==> config.mk <==
export PLATFORM = sky130hd
export DESIGN_NAME = arb_prio_16
export DESIGN_NICKNAME = d
export VERILOG_FILES = /design/src/rtl/arb_prio_16.sv
export SDC_FILE = /design/constraint.sdc
export NUM_CORES = 1
export LEC_CHECK = 0
export CAP_MARGIN = 0
export CORE_MARGIN = 1.5
export CORE_UTILIZATION = 50
export CTS_BUF_LIST = sky130_fd_sc_hd__clkbuf_16
export CTS_CLUSTER_SIZE = 16
export DETAILED_ROUTE_END_ITERATION = 12
export PLACE_DENSITY_LB_ADDON = 0.1
export RECOVER_POWER = 25
export SLEW_MARGIN = 10
export SYNTH_ARGS = -nofsm -noshare
export SYNTH_HDL_FRONTEND = slang
export SYNTH_SLANG_ARGS = --single-unit
==> constraint.sdc <==
create_clock -name clk -period 3.5 [get_ports clk]
set_clock_uncertainty 0.2 [all_clocks]
set_input_delay 0.525 -clock clk [delete_from_list [all_inputs] [get_ports clk]]
set_output_delay 0.525 -clock clk [all_outputs]
set_load 0.005 [all_outputs]
==> src/rtl/arb_prio_16.sv <==
// 16-way non-preemptive arbiter with one-cycle gap between grants and a MAX_HOLD forced release.
// Optional round-robin ranking is enabled by defining ARB_ROUND_ROBIN_EN (fixed priority otherwise).
module arb_prio_16 #(
    parameter int unsigned MAX_HOLD = 64
) (
    input  logic        clk,
    input  logic        rst,
    input  logic [15:0] req,
    input  logic        done,
    output logic [15:0] gnt,
    output logic [3:0]  gnt_id,
    output logic        gnt_vld,
    output logic        timeout
);

    localparam int unsigned N   = 16;
    localparam int unsigned IDW = 4;
    localparam int unsigned CW  = 8;

    typedef enum logic [1:0] {
        IDLE  = 2'd0,
        GRANT = 2'd1,
        GAP   = 2'd2
    } state_t;

    state_t           state, state_nxt;
    logic [N-1:0]     gnt_nxt;
    logic [IDW-1:0]   gnt_id_nxt;
    logic             gnt_vld_nxt;
    logic             timeout_nxt;
    logic [CW-1:0]    hold_cnt, hold_cnt_nxt;
    logic [IDW-1:0]   win_id;
    logic             win_vld;
    logic             hold_hit;

`ifdef ARB_ROUND_ROBIN_EN
    logic [IDW-1:0]   last_id, last_id_nxt;

    // Scan lowest to highest priority so the highest-ranked requester is written last.
    always_comb begin
        win_id = '0;
        for (int k = N; k >= 1; k--) begin
            if (req[IDW'(last_id - IDW'(k))]) begin
                win_id = IDW'(last_id - IDW'(k));
            end
        end
    end
`else
    // Fixed priority: highest set index wins.
    always_comb begin
        win_id = '0;
        for (int i = 0; i < N; i++) begin
            if (req[i]) begin
                win_id = IDW'(i);
            end
        end
    end
`endif

    assign win_vld  = |req;
    assign hold_hit = (hold_cnt == CW'(MAX_HOLD - 1));

    always_comb begin
        state_nxt    = state;
        gnt_nxt      = gnt;
        gnt_id_nxt   = gnt_id;
        gnt_vld_nxt  = gnt_vld;
        timeout_nxt  = 1'b0;
        hold_cnt_nxt = hold_cnt;
`ifdef ARB_ROUND_ROBIN_EN
        last_id_nxt  = last_id;
`endif
        case (state)
            IDLE, GAP: begin
                gnt_nxt     = '0;
                gnt_id_nxt  = '0;
                gnt_vld_nxt = 1'b0;
                state_nxt   = IDLE;
                if (win_vld) begin
                    state_nxt    = GRANT;
                    gnt_nxt      = N'(1) << win_id;
                    gnt_id_nxt   = win_id;
                    gnt_vld_nxt  = 1'b1;
                    hold_cnt_nxt = '0;
`ifdef ARB_ROUND_ROBIN_EN
                    last_id_nxt  = win_id;
`endif
                end
            end
            GRANT: begin
                hold_cnt_nxt = hold_cnt + CW'(1);
                // Timeout flags only a release caused by the hold limit alone.
                if (done || !req[gnt_id] || hold_hit) begin
                    state_nxt   = GAP;
                    gnt_nxt     = '0;
                    gnt_id_nxt  = '0;
                    gnt_vld_nxt = 1'b0;
                    timeout_nxt = hold_hit && !done && req[gnt_id];
                end
            end
            default: begin
                state_nxt   = IDLE;
                gnt_nxt     = '0;
                gnt_id_nxt  = '0;
                gnt_vld_nxt = 1'b0;
            end
        endcase
    end

    always_ff @(posedge clk or posedge rst) begin
        if (rst) begin
            state    <= IDLE;
            gnt      <= '0;
            gnt_id   <= '0;
            gnt_vld  <= 1'b0;
            timeout  <= 1'b0;
            hold_cnt <= '0;
        end else begin
            state    <= state_nxt;
            gnt      <= gnt_nxt;
            gnt_id   <= gnt_id_nxt;
            gnt_vld  <= gnt_vld_nxt;
            timeout  <= timeout_nxt;
            hold_cnt <= hold_cnt_nxt;
        end
    end

`ifdef ARB_ROUND_ROBIN_EN
    always_ff @(posedge clk or posedge rst) begin
        if (rst) begin
            last_id <= '0;
        end else begin
            last_id <= last_id_nxt;
        end
    end
`endif

endmodule

==> out/metrics.yaml <==
overflow: 0
cp-endpoint: "gnt_id[0]"
grt_pass1_vias: 1444
synthCells: 153
hold_class: "reg2reg"
cp.arrival_ns: 2.89
cts_sinks: 32
setup_viol: 0
std_cell_rows: 20
hold_violations: 0
pwr-share-seq: 0.376
synth_area_per_cell_um2: 10.88
die_h_um: 60.69
min_period_over_period: 0.8239
yosysSeqAreaShare: 0.4812
dpl.hpwl_um: 2933
preCtsSetupSlack_ns: 0.3366
drt_iter0_markers: 106
io_buffers: 40
insertion_delay_ns: 0.28
worstPathRequired_ns: 3.51
die_area_mm2: 0.003683
power_frac_clock: 0.296
synth_warnings: 0
drive_gt1_frac: 0.08458
cts_tree: "done"
placed_cell_area_mm2: 0.002125
gp_congestion: 0.8513
wire_per_inst_um: 16.33
synth_enable_flop_cells: 0
drv_cap: 1
netlist_area_mm2: 0.001664
async_flop_share: 1.000
ir_drop_uv: 346.9
insertedDiodeCount: 0
root_buffer: "clkbuf_16"
path_cells: "clkdlybuf4s50_1 > mux4_1 > mux4_2 > nand2_2 > nor3_2 > a221o_1"
antenna_found_initial: 0
status: "finished, violations left"
slew_violations: 33
grt_start_max_net_pins: 33
synthFlopType: "dfrtp_1"
yosysTopAreaCellShare: 0.4812
cts_buffers: 5
drt_drc_violations_left: 0
synth.largest_area_cell: "dfrtp_1"
rsz0062_at_grt: "no"
switching_power_w: 0.0004589
rr_endpoint: "gnt_id[0]"
powerDensity_mw_per_mm2: 612.8
drtAntennaViolNets: 0
fin_area_mm2: 0.002261
synth.area.top_cells: "dfrtp_1 (48%), a22o_1 (6.8%), mux4_1 (4.7%)"
end_kind: "flop"
synth_cell_types: 48
h-tree-depth: 2
postCtsSetupBuffers: 0
ys_ff_latch: 32
post_cts_resize_count: 0
cp_slowest_stage_delay_ns: 0.89
path_class: "in2reg"
p_leak_nw: 0.9451
fin_ws_ns: 0.6163
slew_headroom: -0.1233
grt_first_pass_wirelength_um: 6844
cp-start-kind: "input pin"
syn_nets: 173
drt-pass1-iter-count: 4
grt_usage: 0.2533
die_w_um: 60.69
io_pins: 41
viasPerCell: 6.045
rr_worst_depth: 5
rrSetupSlack_ns: 0.85
worstReg2RegStart: "gnt_id[2]"
min_period_ns: 2.884
initial_core_util: 0.5363
pwr-share-comb: 0.328
clockBufferDepth: 2
clk_pin_slew_ns: 0.05
finalSetupTns_ns: 0
nets: 220
switching_share: 0.3312
via_count: 1481
intPower_w: 0.0009266
crit_slowest_cell: "nor3_2"
violations: "capacitance limit, slew limit"
startpoint: "req[10]"
core_area_mm2: 0.003103
critPathMaxFanout: 21
max_freq_mhz: 346.8
syn2layout_area_growth_pct: 35.86
tightest_slew_ns: 1.685
hold_buffers: 0
drt_wl_total_um: 4002
[area by class of cell]
class                      count  area [um^2]
clock buffer                   5        125.1
clock inverter                 3        15.01
fill                         242        842.1
inverter                       9        33.78
multi-input combinational    106        789.5
sequential                    32        800.8
tap                           44        55.05
timing repair buffer          46        441.7
[stage by stage]
stage	std cells	hold WS (ns)	total power (W)	utilization
2_1_floorplan	153	0.2545	0.0008068	-
3_3_place_gp	237	0.2707	0.0009679	0.6847
3_5_place_dp	237	0.2729	0.0009829	0.6847
4_1_cts	245	0.2856	0.001391	0.7298
5_1_grt	245	0.2992	0.001468	0.7286
6_report	245	0.2824	0.001386	0.7286
[power groups by stage]
stage	sequential (W)	clock [W]	combinational, W
final	0.000521	0.000410	0.000454
after global routing	0.000534	0.000432	0.000502
after CTS	0.000521	0.000413	0.000457
after detailed placement	0.000528	0	0.000455
after global placement	0.000524	0	0.000444
after floorplan	0.000500	0	0.000307
[cell usage in the layout, fill, tap and decap left out, drive strengths merged, types with 2 or more instances in the layout]
cell type	Yosys	routed
nand2	6	6
o21ai	10	10
mux4	5	5
nor2	13	13
nor2b	2	2
dfrtp	32	32
o311ai	2	2
nand3	7	7
clkbuf	2	6
clkdlybuf4s50	0	39
nand4	2	2
inv	8	9
clkinv	1	2
a31o	2	2
nor4	6	6
nor3	3	3
a21oi	3	3
o2bb2ai	5	5
and3	3	3
buf	4	5
a22o	13	13
nand2b	3	3
[flip-flops by register name, summed over array words and instances (netlist names)]
| name | flops |
|---|---|
| gnt_vld | 1 |
| gnt | 16 |
| state | 2 |
| timeout | 1 |
| gnt_id | 4 |
| hold_cnt | 8 |
[cell usage after synthesis, types with 3 or more instances]
cell / instances
nand2_1: 5
a22o_1: 13
nand2b_1: 3
mux4_1: 3
and3_1: 3
dfrtp_1: 32
nand3_1: 7
o21ai_1: 8
nor2_1: 13
o2bb2ai_1: 5
nor4_1: 6
a21oi_1: 3
inv_1: 8
[cell families (layout without fill, tap and decap cells)]
group	after synthesis	count (layout)	share of synthesized area
buf+inv	15	63	0.04436
mux	6	6	0.08045
fa+ha+maj	1	1	0.007518
simple gates	49	49	0.1557
flops	32	32	0.4812
xor+xnor	2	2	0.01053
compound gates	48	48	0.2203
[critical path: cells and delay by family]
kind,cells,cell delay (ns)
AO/OA/AOI/OAI,1,0.30
buffers and inverters,1,0.55
multiplexers,2,0.56
AND/OR/NAND/NOR,2,0.95
[metal layers]
| metal | wire length, um | global-route usage |
|---|---|---|
| met4 | 41 | 0.08075 |
| met3 | 235 | 0.07889 |
| met2 | 1881 | 0.3810 |
| met5 | 0 | 0 |
| met1 | 1842 | 0.3515 |
[worst min-delay path by stage]
stage	startpoint	endpoint	slack, ns	cells past startpoint
2_1_floorplan	hold_cnt[7]	hold_cnt[7]	0.25	1
3_3_place_gp	hold_cnt[7]	hold_cnt[7]	0.27	1
3_5_place_dp	gnt[2]	gnt[2]	0.27	1
4_1_cts	gnt_vld	gnt_vld	0.29	1
5_1_grt	gnt_vld	gnt_vld	0.30	1
6_report	gnt_vld	gnt_vld	0.28	1
No activity file was read; power rests on OpenSTA's default activity.
